--- config.mk ---
export PLATFORM = sky130hd
export DESIGN_NAME = byte_pingpong_feeder
export DESIGN_NICKNAME = d
export VERILOG_FILES = /design/src/rtl/byte_pingpong_feeder.sv
export SDC_FILE = /design/constraint.sdc
export NUM_CORES = 1
export LEC_CHECK = 0
export ABC_AREA = 1
export BUFFER_PORTS_ARGS = -buffer_cell sky130_fd_sc_hd__buf_2
export CAP_MARGIN = 20
export CELL_PAD_IN_SITES_DETAIL_PLACEMENT = 1
export CELL_PAD_IN_SITES_GLOBAL_PLACEMENT = 1
export CORE_MARGIN = 3
export CORE_UTILIZATION = 37
export DETAILED_ROUTE_END_ITERATION = 10
export GPL_TIMING_DRIVEN = 0
export PLACE_DENSITY = 0.91
export SLEW_MARGIN = 20
export SYNTH_ARGS = -nofsm -noshare
export SYNTH_HDL_FRONTEND = slang
export SYNTH_SLANG_ARGS = --single-unit
--- constraint.sdc ---
create_clock -name i_clk -period 4.39 [get_ports i_clk]
set_clock_uncertainty 0.1 [all_clocks]
set_input_delay 0.2195 -clock i_clk [delete_from_list [all_inputs] [get_ports i_clk]]
set_output_delay 0.2195 -clock i_clk [all_outputs]
set_load 0.02 [all_outputs]
--- src/rtl/byte_pingpong_feeder.sv ---
// Two-bank ping-pong byte buffer feeding byte_selector.
// Bytes land in banks 0,1,0,1,... and are consumed in the same order.
// select always points at the oldest unconsumed bank.
module byte_pingpong_feeder #(
    parameter int WIDTH = 8,
    parameter int CNT_W = 16
) (
    input  logic             i_clk,
    input  logic             i_rst,
    input  logic [WIDTH-1:0] i_in_data,
    input  logic             i_in_valid,
    output logic             o_in_ready,
    output logic [WIDTH-1:0] o_buf0,
    output logic [WIDTH-1:0] o_buf1,
    output logic             o_select,
    output logic             o_out_valid,
    input  logic             i_out_ready,
    output logic [1:0]       o_occupancy,
    output logic [CNT_W-1:0] o_xfer_count
);

    logic [WIDTH-1:0] r_bank0;
    logic [WIDTH-1:0] r_bank1;
    logic             r_wp;
    logic             r_rp;
    logic [1:0]       r_full;
    logic [CNT_W-1:0] r_xfer_count;

    logic             w_wr;
    logic             w_rd;
    logic [1:0]       w_full_next;

    // Handshake qualifiers and status outputs, decoded from registered state only
    // so there is no combinational path between the two handshakes.
    always_comb begin
        o_in_ready  = !i_rst && !r_full[r_wp];
        o_out_valid = r_full[r_rp];
        o_occupancy = {1'b0, r_full[0]} + {1'b0, r_full[1]};
        w_wr        = i_in_valid && o_in_ready;
        w_rd        = o_out_valid && i_out_ready;
    end

    // Next full flags. When wp == rp only one of write/read can be legal,
    // so the two updates never touch the same bit in one cycle.
    always_comb begin
        w_full_next = r_full;
        if (w_wr) w_full_next[r_wp] = 1'b1;
        if (w_rd) w_full_next[r_rp] = 1'b0;
    end

    // Bank storage, pointers, full flags and consumed-byte counter.
    always_ff @(posedge i_clk) begin
        if (i_rst) begin
            r_bank0      <= '0;
            r_bank1      <= '0;
            r_wp         <= 1'b0;
            r_rp         <= 1'b0;
            r_full       <= 2'b00;
            r_xfer_count <= '0;
        end else begin
            r_full <= w_full_next;
            if (w_wr) begin
                if (r_wp) r_bank1 <= i_in_data;
                else      r_bank0 <= i_in_data;
                r_wp <= ~r_wp;
            end
            if (w_rd) begin
                r_rp         <= ~r_rp;
                r_xfer_count <= r_xfer_count + 1'b1;
            end
        end
    end

    assign o_buf0       = r_bank0;
    assign o_buf1       = r_bank1;
    assign o_select     = r_rp;
    assign o_xfer_count = r_xfer_count;

endmodule

-- Word level (Yosys, flattened, before mapping)
Index checks and enable logic that the tools add are counted.
- bits of input ports: 12
- logic and storage cells: 36
- output and inout bits: 37
- register bits: 36
- bitwise operators: 5
- $add $sub $neg: 2
- reduce and logical (&&, ||, !) cells: 9
- mux-type cells: 10
- order comparisons: 4
- operators with widths (cell ; number):
    16-bit by 1-bit adder with 16-bit output, second input constant ; 1
    1-bit 2-to-1 mux ; 6
    1-bit logical AND ; 5
    1-bit by 2-bit less-than comparator with 1-bit output, second input constant ; 2
    2-bit 2-to-1 mux ; 2
    2-bit AND reduction ; 2
    1-bit by 1-bit adder with 2-bit output ; 1
    2-bit AND ; 1
    1-bit demux with 1-bit select ; 2
    1-bit greater-or-equal comparator, second input constant ; 2
    1-bit zero test ; 2
    1-bit NOT ; 2
    2-bit NOT ; 1
    2-bit bitwise OR ; 1

-- Depth between registers and ports, before layout
Gate-level depths: netlist of the first run.
- word-level depth: 8
- depth in mapped cells: 9
- depth with buffers taken out: 9

-- Worst setup path after synthesis of the first run
Ideal clock, no wire load.
- path kind: register to register
- start point: register r_xfer_count[0], in the netlist o_xfer_count[0]
- end point: register r_xfer_count[8], in the netlist o_xfer_count[8]
- data required time: 4.174 ns
- slack: 2.838 ns
- cell stages (with the launch flop): 9
- setup time: 0.116 ns
- path buffers: 0
- arrival: 1.336 ns
- period minus slack after synthesis: 1.552 ns
- path through: dfxtp_1 ha_1 inv_1 nor2_1 nand2_1 nor2_4 nand2_1 o21ai_0 nor2_1
- word-level cells in the longest chain between the ends: 1
- ends and longest elaborated chain (element ; line ; source):
    start: declaration ; 27 ; logic [CNT_W-1:0] r_xfer_count;
    start signal: assignment ; 69 ; r_xfer_count <= r_xfer_count + 1'b1;
    16-bit by 1-bit adder with 16-bit output ; 69 ;
No other way between the ends.
A chain may end at the register's enable or synchronous reset.

-- Worst setup path in the final report of the first run
Same ends and word-level chain as after synthesis.

==> reports/metrics.csv, run 1 <==
stage,metric,value,unit
final_layout,share of layout cells above drive strength 1,22.92,%
critical_path,CP max FO,6,
job,Max Cap Violations,0,
critical_path,Critical Path Sink Type,flip-flop,
synthesis,synthesized area per cell,6.949,um2
drt,Vias,1690,
synthesis,Synth Net Count,247,
synthesis,"Seq/Total Area, Yosys",44.51,%
drt,Avg WL per Cell,14.00,um
power_and_ir_drop,Gate power share,12.2,%
place,area post-placement,1922,um2
critical_path,"setup slack, reg-to-reg",2.74,ns
drt,ANT nets after route,0,
clock_tree,Root Buffer,clkbuf_8,
clock_tree,CTS H-Tree Depth,2,
critical_path,startpoint types,flip-flop,
timing,max_slew headroom,65.39,%
power_and_ir_drop,Seq pwr share,50.7,%
critical_path,r2r endpoint,o_xfer_count[8]$_SDFFE_PP0P_,
final_layout,number of antenna diodes,0,
clock_tree,post-cts sizing count,0,
global_routing,global route overflow,0,
clock_tree,CTS hold repair buffers,0,
critical_path,Reg2Reg Depth,8,
global_routing,largest net degree at the start of global routing,11,
power_and_ir_drop,P_int,504.3,uW
die,die width,72.15,um
final_layout,Filler cells,583,
drt,drt pass-1 iters,4,
global_routing,Global Route Usage Sum,19.29,%
final_layout,final instance area,2018,um2
place,port bufs,48,
drt,via/cell ratio,5.000,
power_and_ir_drop,Design Power,687.2,uW
timing,Final period util,37.63,%
global_routing,initial antenna violation count,0,
place,gpl congestion,0.7745,
timing,Total Neg Setup Slack,0,ns
synthesis,Mapped Cells,233,
clock_tree,CTS tree,done,
place,dpl cells,331,
clock_tree,Post-CTS Setup Inserts,0,
critical_path,critical path capture point,o_xfer_count[8]$_SDFFE_PP0P_,
global_routing,vias in the first global route,1682,
synthesis,Mapped Area,1619,um2
synthesis,Yosys warning count,0,
power_and_ir_drop,PwrDens,340.5,nW/um2
die,Rows,23,
run_status,status,"complete, no violations",
critical_path,Worst Path Required,4.48,ns
final_layout,Nets,302,
place,Final HPWL DP,3557,um
die,Die Ht,72.15,um
die,Initial Utilization,39.34,%
timing,# setup viols final,0,
timing,fin. max-slew vios,0,
final_layout,"most common cell after layout, fill and taps aside",nor2_1,
clock_tree,Clock Tree Buf Depth,2,
global_routing,first-pass GRT wire length,7790,um
die,Core ar.,4115,um2
die,die area,5206,um2
synthesis,Synth Register Bits,36,
power_and_ir_drop,Net Switching,182.9,uW
clock_tree,Inserted Clock Buffers,5,
power_and_ir_drop,Lkg Pwr,0.9704,nW
clock_tree,# clock sinks,36,
min_path,Worst Hold Class,in2reg,
timing,setup ws final,2.738,ns
critical_path,Setup crit start,o_xfer_count[0]$_SDFFE_PP0P_,
critical_path,Setup Crit Path Kind,reg2reg,
clock_tree,later-pin clock latency in the skew report,0.29,ns
critical_path,Reg-to-Reg Start,o_xfer_count[0]$_SDFFE_PP0P_,
final_layout,final std cells w/o fill,338,
power_and_ir_drop,Sw Ratio,26.62,%
timing,fmax,605.3,MHz
timing,endpoints failing hold,0,
place,Setup WS pre-CTS,2.796,ns
drt,1st-iter DRT viols,71,
die,IO Count,49,
timing,minimum clock period,1.652,ns
final_layout,most used cells in the layout excluding fill and tap cells,"nor2_1 (61), buf_2 (48), nand2_1 (43), dfxtp_1 (36), o21ai_0 (26)",
final_layout,utilization after layout,49.04,%
timing,unrepaired setup endpoints after global routing,no,
drt,# DRC,0,
drt,routed wire length,4733,um
power_and_ir_drop,Worst VDD drop,204.9,uV
clock_tree,"CTS clk-pin slew, worst paths",0.07,ns
timing,Hold Worst Slack,0.07201,ns
final_layout,"Area growth, synth to finish",24.65,%
power_and_ir_drop,Clk pwr share,37.1,%
timing,worst slew pin tran,0.5172,ns
synthesis,count of cell types in the netlist,20,
critical_path,CP arrival,1.74,ns
## how the worst min path moves through the flow
| stage | start | to | slack [ns] | cells past startpoint |
|---|---|---|---|---|
| 2_1_floorplan | i_rst | r_wp$_SDFFE_PP0N_ | 0.18 | 1 |
| 4_1_cts | i_in_data[5] | o_buf1[5]$_SDFFE_PP0P_ | 0.07 | 3 |
| 3_3_place_gp | i_in_data[7] | o_buf0[7]$_SDFFE_PP0P_ | 0.36 | 3 |
| 6_report | i_in_data[5] | o_buf1[5]$_SDFFE_PP0P_ | 0.07 | 3 |
| 3_5_place_dp | i_in_data[5] | o_buf1[5]$_SDFFE_PP0P_ | 0.37 | 3 |
| 5_1_grt | i_rst | r_wp$_SDFFE_PP0N_ | 0.09 | 2 |
## power groups by stage
| stage | logic [mW] | clock network, mW | registers (mW) |
|---|---|---|---|
| 2_1_floorplan | 0.0390 | 0 | 0.367 |
| 3_3_place_gp | 0.0806 | 0 | 0.355 |
| 3_5_place_dp | 0.0838 | 0 | 0.356 |
| 4_1_cts | 0.0844 | 0.262 | 0.348 |
| 5_1_grt | 0.0928 | 0.273 | 0.350 |
| 6_report | 0.0838 | 0.255 | 0.348 |
## registers in the layout, indices dropped and copies added (netlist names)
register	flops
o_buf0	8
o_buf1	8
o_select	1
o_xfer_count	16
r_full	2
r_wp	1
## cell usage after synthesis
master    number  area share (%)
inv_4          1            0.39
nor3_1         2            0.62
nor3b_1        1            0.46
ha_1           2             1.5
nand3_1        7             2.2
buf_1          1            0.23
nor2_4         4             2.8
o21ai_0       26             8.0
nand3_2        1            0.62
a21oi_2        1            0.54
nand4_1        7             2.7
nor2_1        61              14
nand4_4        1             1.3
inv_2          3            0.70
dfxtp_1       36              45
inv_1         25             5.8
xnor2_1        1            0.54
clkbuf_1       2            0.46
nand2_1       43              10
a21oi_1        8             2.5
## worst max-delay path, cell delays in order (launching register included)
cell,delay [ns]
dfxtp_1,0.41
ha_1,0.25
inv_1,0.06
nor2_1,0.14
nand2_1,0.10
nor2_4,0.19
nand2_1,0.09
o21ai_0,0.16
nor2_1,0.05
## layout make-up
class / count / area [um2] / area share [%]
Tap cell: 50 / 62.56 / 3.100
Timing Repair Buffer: 48 / 240.2 / 11.90
Multi-Input combinational cell: 165 / 775.7 / 38.44
Buffer: 3 / 11.26 / 0.5580
Sequential cell: 36 / 720.7 / 35.71
Inverter: 29 / 111.4 / 5.518
Clock buffer: 7 / 96.34 / 4.774
## cells by family (layout without fill, tap and decap cells)
family,after synthesis,after routing,synth area share (%)
flip-flops,36,36,44.51
XOR/XNOR,1,1,0.5411
buffers and inverters,32,87,7.574
AO/OA/AOI/OAI,35,35,11.05
adder cells (fa/ha/maj),2,2,1.545
AND/OR/NAND/NOR,127,127,34.78
## metal layers
metal / part of all wire, % / vias to the layer above / GRT usage, %
li1: - / 852 / -
met1: 44 / 793 / 22.58
met2: 50 / 40 / 33.57
met3: 4.0 / 5 / 4.432
met4: 1.6 / 0 / 8.142
met5: 0 / - / 0
Note: power is estimated with default switching activity, not from simulation.
==> inputs of run 2 (changes only) <==
--- a/config.mk
+++ b/config.mk
@@ -5,16 +5,16 @@
 export SDC_FILE = /design/constraint.sdc
 export NUM_CORES = 1
 export LEC_CHECK = 0
-export ABC_AREA = 1
+export ABC_AREA = 0
 export BUFFER_PORTS_ARGS = -buffer_cell sky130_fd_sc_hd__buf_2
 export CAP_MARGIN = 20
 export CELL_PAD_IN_SITES_DETAIL_PLACEMENT = 1
 export CELL_PAD_IN_SITES_GLOBAL_PLACEMENT = 1
 export CORE_MARGIN = 3
-export CORE_UTILIZATION = 37
+export CORE_UTILIZATION = 32
 export DETAILED_ROUTE_END_ITERATION = 10
 export GPL_TIMING_DRIVEN = 0
-export PLACE_DENSITY = 0.91
+export PLACE_DENSITY = 0.82
 export SLEW_MARGIN = 20
 export SYNTH_ARGS = -nofsm -noshare
 export SYNTH_HDL_FRONTEND = slang
==> constraint.sdc (replaced) <==
create_clock -name i_clk -period 1.5 [get_ports i_clk]
set_clock_uncertainty 0.1 [all_clocks]
set_input_delay 0.075 -clock i_clk [delete_from_list [all_inputs] [get_ports i_clk]]
set_output_delay 0.075 -clock i_clk [all_outputs]
set_load 0.02 [all_outputs]
==> run 2 against run 1 <==
- the flow now finishes with violations (setup timing)
- first-iteration DRC count is 54% lower
- hold slack better by 0.035 ns
- clock power rose to 3.0 times the previous value
- worst setup slack got worse by 2.9 ns
- critical path type unchanged
- critical endpoint is now o_xfer_count[14]$_SDFFE_PP0P_
- largest cell class unchanged
==> reports/metrics.csv, run 2 <==
stage,metric,value,unit,change
final_layout,Filler cells,541,,-7.2%
synthesis,Mapped Cells,168,,-28%
die,die area,5537,um2,+6.4%
synthesis,Synth area leader,dfxtp_1,,
die,IO Count,49,,unchanged
timing,Final period util,113.2,%,+76 points
place,dpl cells,267,,-19%
timing,endpoints failing hold,0,,unchanged
global_routing,vias in the first global route,1504,,-11%
run_status,status,"complete, but fails checks",,
synthesis,Post-Synth XOR/XNOR Area,5.263,%,+4.7 points
synthesis,"EDFF count, synth",0,,unchanged
timing,fmax,588.8,MHz,-2.7%
drt,drt pass-1 iters,4,,unchanged
synthesis,"top cells by area, synth","dfxtp_1 (48%), nand2_1 (6.3%), mux2i_1 (6.0%)",,
clock_tree,Inserted Clock Buffers,5,,unchanged
synthesis,Synth Register Bits,36,,unchanged
timing,max_slew headroom,58.75,%,-6.6 points
synthesis,Yosys warning count,0,,unchanged
clock_tree,CTS tree,done,,
synthesis,count of cell types in the netlist,38,,+90%
synthesis,Yosys top cell area share,48.12,%,+3.6 points
drt,routed wire length,4491,um,-5.1%
place,gpl congestion,0.7599,,-1.9%
power_and_ir_drop,Worst VDD drop,432.9,uV,+110%
drt,Vias,1481,,-12%
die,Die Ht,74.41,um,+3.1%
final_layout,Nets,254,,-16%
drt,Avg WL per Cell,15.33,um,+9.5%
critical_path,startpoint types,flip-flop,,
final_layout,multi-input logic area,819.5,um2,+5.6%
place,area post-placement,1877,um2,-2.3%
clock_tree,Root Buffer,clkbuf_8,,
place,Final HPWL DP,2853,um,-20%
clock_tree,later-pin clock latency in the skew report,0.28,ns,about the same
final_layout,number of antenna diodes,0,,unchanged
final_layout,share of layout cells above drive strength 1,42.32,%,+19 points
synthesis,Synth Net Count,182,,-26%
final_layout,max reg flops,16,,unchanged
synthesis,synthesized area per cell,8.915,um2,+28%
critical_path,Setup Crit Path Kind,reg2reg,,
synthesis,Synth Area in Simple Gates,24.06,%,-11 points
critical_path,CP arrival,1.78,ns,+0.04 ns
clock_tree,# clock sinks,36,,unchanged
drt,1st-iter DRT viols,33,,-54%
job,Max Cap Violations,0,,unchanged
synthesis,Post-Synth Adder-Cell Area,1.671,%,+0.13 points
final_layout,final instance area,2205,um2,+9.2%
global_routing,Global Route Usage Sum,16.32,%,-3.0 points
die,Initial Utilization,33.70,%,-5.6 points
timing,unrepaired setup endpoints after global routing,yes,,
timing,setup ws final,-0.1984,ns,-2.936 ns
timing,minimum clock period,1.698,ns,+0.04648 ns
global_routing,first-pass GRT wire length,6941,um,-11%
synthesis,Mapped Area,1498,um2,-7.5%
synthesis,most frequent cells after synthesis,"dfxtp_1 (36), nand2_1 (25), nor2_1 (18), a21oi_1 (17), mux2i_1 (9)",,
timing,fin. max-slew vios,0,,unchanged
synthesis,compound-cell area share of the yosys netlist,11.53,%,+0.48 points
drt,# DRC,0,,unchanged
synthesis,"Seq/Total Area, Yosys",48.12,%,+3.6 points
global_routing,global route overflow,0,,unchanged
die,Core ar.,4444,um2,+8.0%
critical_path,CP max FO,6,,unchanged
critical_path,"setup slack, reg-to-reg",-0.20,ns,-2.94 ns
min_path,Worst Hold Class,in2reg,,
timing,# setup viols final,7,,+7
run_status,failing checks,setup timing,,
power_and_ir_drop,Lkg Pwr,0.9321,nW,-3.9%
final_layout,final std cells w/o fill,293,,-13%
place,port bufs,47,,-2.1%
global_routing,initial antenna violation count,0,,unchanged
die,Rows,24,,+4.3%
critical_path,Critical Path Sink Type,flip-flop,,
global_routing,largest net degree at the start of global routing,12,,+1
synthesis,async set-or-reset flop fraction in the synthesized netlist,0,%,unchanged
critical_path,Worst Path Required,1.58,ns,-2.90 ns
timing,Total Neg Setup Slack,-0.8747,ns,-0.8747 ns
power_and_ir_drop,PwrDens,892.4,nW/um2,+160%
synthesis,ys flop type,dfxtp_1,,
clock_tree,Clock Tree Buf Depth,2,,unchanged
final_layout,"Area growth, synth to finish",47.20,%,
timing,Hold Worst Slack,0.1071,ns,+0.03506 ns
synthesis,most frequent cell after synthesis,dfxtp_1,,
final_layout,Reg area,763.2,um2,+5.9%
final_layout,"most common cell after layout, fill and taps aside",buf_2,,
final_layout,most used cells in the layout excluding fill and tap cells,"buf_2 (47), nand2_1 (24), dfxtp_1 (20), nor2_1 (18), a21oi_1 (15)",,
drt,via/cell ratio,5.055,,+1.1%
synthesis,mux contribution to synthesized area,6.015,%,+6.0 points
drt,ANT nets after route,0,,unchanged
timing,worst slew pin tran,0.6188,ns,+0.1016 ns
clock_tree,"CTS clk-pin slew, worst paths",0.07,ns,about the same
die,die width,74.41,um,+3.1%
synthesis,largest family of logic cells by synthesized area,simple AND/OR/NAND/NOR gates,,
clock_tree,CTS H-Tree Depth,2,,unchanged
==> run 2: final timing paths <==
check / start / to / depth (start not counted)
setup / recovery: o_xfer_count[3]$_SDFFE_PP0P_ / o_xfer_count[14]$_SDFFE_PP0P_ / 4
hold / removal: i_out_ready / o_xfer_count[1]$_SDFFE_PP0P_ / 3
setup reg to reg: o_xfer_count[3]$_SDFFE_PP0P_ / o_xfer_count[14]$_SDFFE_PP0P_ / 4
hold reg to reg: o_buf0[0]$_SDFFE_PP0P_ / o_buf0[0]$_SDFFE_PP0P_ / 2
==> run 2: where the power goes <==
group,switching [mW],internal [mW]
combinational,0.120,0.0872
sequential,0.0234,0.965
clock,0.346,0.426
==> run 2: cell type report <==
| cell class | count | share of cell area (%) |
|---|---|---|
| Timing Repair Buffer | 66 | 18.16 |
| Clock buffer | 7 | 4.427 |
| Multi-Input combinational cell | 120 | 37.17 |
| Sequential cell | 36 | 34.62 |
| Tap cell | 52 | 2.951 |
| Buffer | 6 | 1.362 |
| Inverter | 5 | 1.078 |
| Clock inverter | 1 | 0.2270 |
==> run 2: kinds of logic after synthesis <==
kind of cell / count (synthesis)
multiplexers: 9
buffers and inverters: 13
XOR/XNOR: 9
flip-flops: 36
adder cells (fa/ha/maj): 2
AND/OR/NAND/NOR: 71
AO/OA/AOI/OAI: 28
==> run 2: worst max-delay path, cell delays in order (launching register included) <==
cell	delay (ns)
dfxtp_4	0.37
nand4_4	0.10
or4_4	0.57
o31a_2	0.30
o21ba_1	0.16
==> run 2: what timing repair did <==
item,CTS,global route
buffers inserted,7,2
gates resized for setup,8,15
hold endpoints to repair,17,0
pin swaps,1,10
gates cloned,0,2
hold buffers,9,0
setup endpoints to repair,15,26
==> run 2: through the flow <==
stage          power (mW)  worst slack (ns)  util, %
3_3_place_gp        1.178           -0.3100    42.23
4_1_cts             1.982           -0.2889    48.25
6_report            1.967           -0.1984    49.61
2_1_floorplan       1.117           -0.2965        -
5_1_grt             2.057           -0.2468    49.61
3_5_place_dp        1.182           -0.3509    42.23
==> run 2: metal layers <==
layer,vias up,wire [um],share of wire (%),track usage (%)
li1,729,-,-,-
met2,28,2275,51,27.61
met4,0,72,1.6,8.498
met1,716,2009,45,19.88
met5,-,0,0,0
met3,8,134,3.0,2.568
==> inputs of run 3 (changes only) <==
--- a/config.mk
+++ b/config.mk
@@ -11,11 +11,11 @@
 export CELL_PAD_IN_SITES_DETAIL_PLACEMENT = 1
 export CELL_PAD_IN_SITES_GLOBAL_PLACEMENT = 1
 export CORE_MARGIN = 3
-export CORE_UTILIZATION = 32
+export CORE_UTILIZATION = 34
+export CTS_BUF_LIST = sky130_fd_sc_hd__clkbuf_8
 export DETAILED_ROUTE_END_ITERATION = 10
 export GPL_TIMING_DRIVEN = 0
-export PLACE_DENSITY = 0.82
-export SLEW_MARGIN = 20
+export PLACE_DENSITY = 0.86
 export SYNTH_ARGS = -nofsm -noshare
 export SYNTH_HDL_FRONTEND = slang
 export SYNTH_SLANG_ARGS = --single-unit
==> run 3 against run 2 <==
- the run still ends with setup timing left
- first-iteration DRC count increased to 3.5 times the previous value
- critical endpoint is now o_xfer_count[10]$_SDFFE_PP0P_
- worst setup slack worse by 0.074 ns
- sequential share of layout area fell by 2.6 points
- largest cell class unchanged
- die area decreased by 5.4%
- global-route usage grew 4.4 points
- flip-flop and latch count unchanged
- critical path type unchanged
==> reports/metrics.csv, run 3 (synthesis gave the netlist of run 2 again) <==
stage,metric,value,unit,change
critical_path,CP max-delay cell,or3_1,,
die,Core ar.,4115,um2,-7.4%
timing,# setup viols final,25,,+18
run_status,failing checks,setup timing,,
drt,via/cell ratio,5.551,,+9.8%
final_layout,Filler cells,480,,-11%
global_routing,initial antenna violation count,0,,unchanged
place,gpl congestion,0.7195,,-5.3%
final_layout,most used cells in the layout excluding fill and tap cells,"buf_2 (45), nand2_1 (23), dfxtp_1 (19), buf_4 (18), nor2_1 (17)",,
min_path,Worst Hold Class,in2reg,,
global_routing,global route overflow,0,,unchanged
critical_path,Reg-to-Reg Start,o_xfer_count[3]$_SDFFE_PP0P_,,
power_and_ir_drop,Sw Ratio,27.06,%,+2.2 points
die,IO Count,49,,unchanged
final_layout,max reg flops,16,,unchanged
final_layout,utilization after layout,58.38,%,+8.8 points
critical_path,Setup crit start,o_xfer_count[3]$_SDFFE_PP0P_,,
die,die width,72.37,um,-2.7%
drt,ANT nets after route,0,,unchanged
global_routing,vias in the first global route,1653,,+9.9%
final_layout,number of antenna diodes,0,,unchanged
drt,Vias,1682,,+14%
power_and_ir_drop,P_int,1.449,mW,-2.0%
die,Rows,23,,-4.2%
job,Max Cap Violations,0,,unchanged
timing,Hold Worst Slack,0.1404,ns,+0.03335 ns
power_and_ir_drop,Worst VDD drop,640.9,uV,+48%
final_layout,multi-input logic area,883.3,um2,+7.8%
place,Setup WS pre-CTS,-0.3362,ns,+0.01474 ns
critical_path,startpoint types,flip-flop,,
clock_tree,Root Buffer,clkbuf_8,,
die,die area,5237,um2,-5.4%
critical_path,Setup Crit Path Kind,reg2reg,,
global_routing,Global Route Usage Sum,20.71,%,+4.4 points
place,dpl cells,265,,-0.75%
final_layout,Reg area,769.5,um2,+0.82%
clock_tree,"CTS clk-pin slew, worst paths",0.08,ns,about the same
clock_tree,Inserted Clock Buffers,5,,unchanged
clock_tree,# clock sinks,36,,unchanged
power_and_ir_drop,Net Switching,537.5,uW,+9.8%
final_layout,final std cells w/o fill,303,,+3.4%
min_path,hold path startpoint,i_out_ready,,
critical_path,Critical Path Sink Type,flip-flop,,
timing,Final period util,118.1,%,+4.9 points
die,Initial Utilization,36.39,%,+2.7 points
timing,setup ws final,-0.2719,ns,-0.07351 ns
critical_path,CP arrival,1.89,ns,+0.11 ns
power_and_ir_drop,Seq pwr share,49.6,%,-0.6 points
clock_tree,CTS tree,done,,
power_and_ir_drop,PwrDens,826.8,nW/um2,-7.4%
timing,fin. max-slew vios,0,,unchanged
power_and_ir_drop,Lkg Pwr,1.010,nW,+8.4%
power_and_ir_drop,Gate power share,13.8,%,+3.3 points
final_layout,final instance area,2402,um2,+9.0%
timing,unrepaired setup endpoints after global routing,yes,,
drt,drt pass-1 iters,4,,unchanged
drt,# DRC,0,,unchanged
power_and_ir_drop,Clk pwr share,36.6,%,-2.6 points
run_status,status,"complete, but fails checks",,
global_routing,first-pass GRT wire length,8335,um,+20%
place,area post-placement,1874,um2,-0.13%
clock_tree,Clock Tree Buf Depth,2,,unchanged
timing,Total Neg Setup Slack,-1.744,ns,-0.8688 ns
drt,Avg WL per Cell,21.17,um,+38%
timing,endpoints failing hold,0,,unchanged
final_layout,Nets,266,,+4.7%
drt,1st-iter DRT viols,116,,+250%
global_routing,largest net degree at the start of global routing,12,,unchanged
place,Final HPWL DP,2984,um,+4.6%
timing,minimum clock period,1.772,ns,+0.07351 ns
final_layout,share of layout cells above drive strength 1,49.80,%,+7.5 points
critical_path,cell-by-cell listing of the critical path,"buf_6, and4_4, nand4_1, buf_4, or3_1, a21oi_1",,
drt,routed wire length,6416,um,+43%
timing,max_slew headroom,58.10,%,-0.65 points
timing,worst slew pin tran,0.6286,ns,+0.009769 ns
critical_path,Critical Path Max Stage Delay,0.39,ns,-0.18 ns
final_layout,"most common cell after layout, fill and taps aside",buf_2,,
place,port bufs,47,,unchanged
power_and_ir_drop,Design Power,1.986,mW,+0.95%
critical_path,CP max FO,7,,+1
final_layout,"Area growth, synth to finish",60.40,%,
timing,fmax,564.4,MHz,-4.1%
clock_tree,later-pin clock latency in the skew report,0.30,ns,+0.02 ns
critical_path,Worst Path Required,1.62,ns,+0.04 ns
die,Die Ht,72.37,um,-2.7%
clock_tree,CTS H-Tree Depth,2,,unchanged
run 3: repair_timing:
item	in CTS	in global routing
pin swaps	7	16
buffers inserted	11	11
hold buffers	9	0
resized for setup	19	31
gates cloned	0	1
hold endpoints to repair	17	0
endpoints found under the setup margin	19	30
run 3: worst paths after layout:
path	end	slack (ns)	depth (start not counted)
worst max register to register	o_xfer_count[10]$_SDFFE_PP0P_	-0.27	6
worst min register to register	o_buf0[7]$_SDFFE_PP0P_	0.39	2
worst max-delay path	o_xfer_count[10]$_SDFFE_PP0P_	-0.27	6
worst min-delay path	o_xfer_count[1]$_SDFFE_PP0P_	0.14	3
run 3: critical path: cells and delay by family, from the launching register on:
family	cells	cell delay, ns
and+or+nand+nor	3	0.74
DFF	1	0.37
buffers and inverters	2	0.32
AOI/OAI and AO/OA	1	0.16
run 3: cell type report:
| cell class | count | share of cell area (%) |
|---|---|---|
| Clock inverter | 2 | 0.4167 |
| Sequential cell | 36 | 32.03 |
| Buffer | 7 | 1.823 |
| Clock buffer | 6 | 3.438 |
| Tap cell | 50 | 2.604 |
| Multi-Input combinational cell | 119 | 36.77 |
| Inverter | 5 | 0.9896 |
| Timing Repair Buffer | 78 | 21.93 |
run 3: power by group through the flow:
stage,Sequential [mW],Clock [mW],Combinational [mW]
5_1_grt,0.987,0.792,0.289
6_report,0.985,0.727,0.274
2_1_floorplan,1.03,0,0.0889
3_5_place_dp,1.01,0,0.174
3_3_place_gp,1.01,0,0.169
4_1_cts,0.985,0.752,0.218
run 3: layer usage:
metal | GRT usage (%) | up-vias | routed length [um]
li1 | - | 753 | -
met1 | 25.64 | 842 | 2618
met2 | 35.39 | 62 | 3190
met3 | 4.294 | 25 | 307
met4 | 7.582 | 0 | 299
met5 | 0 | - | 0
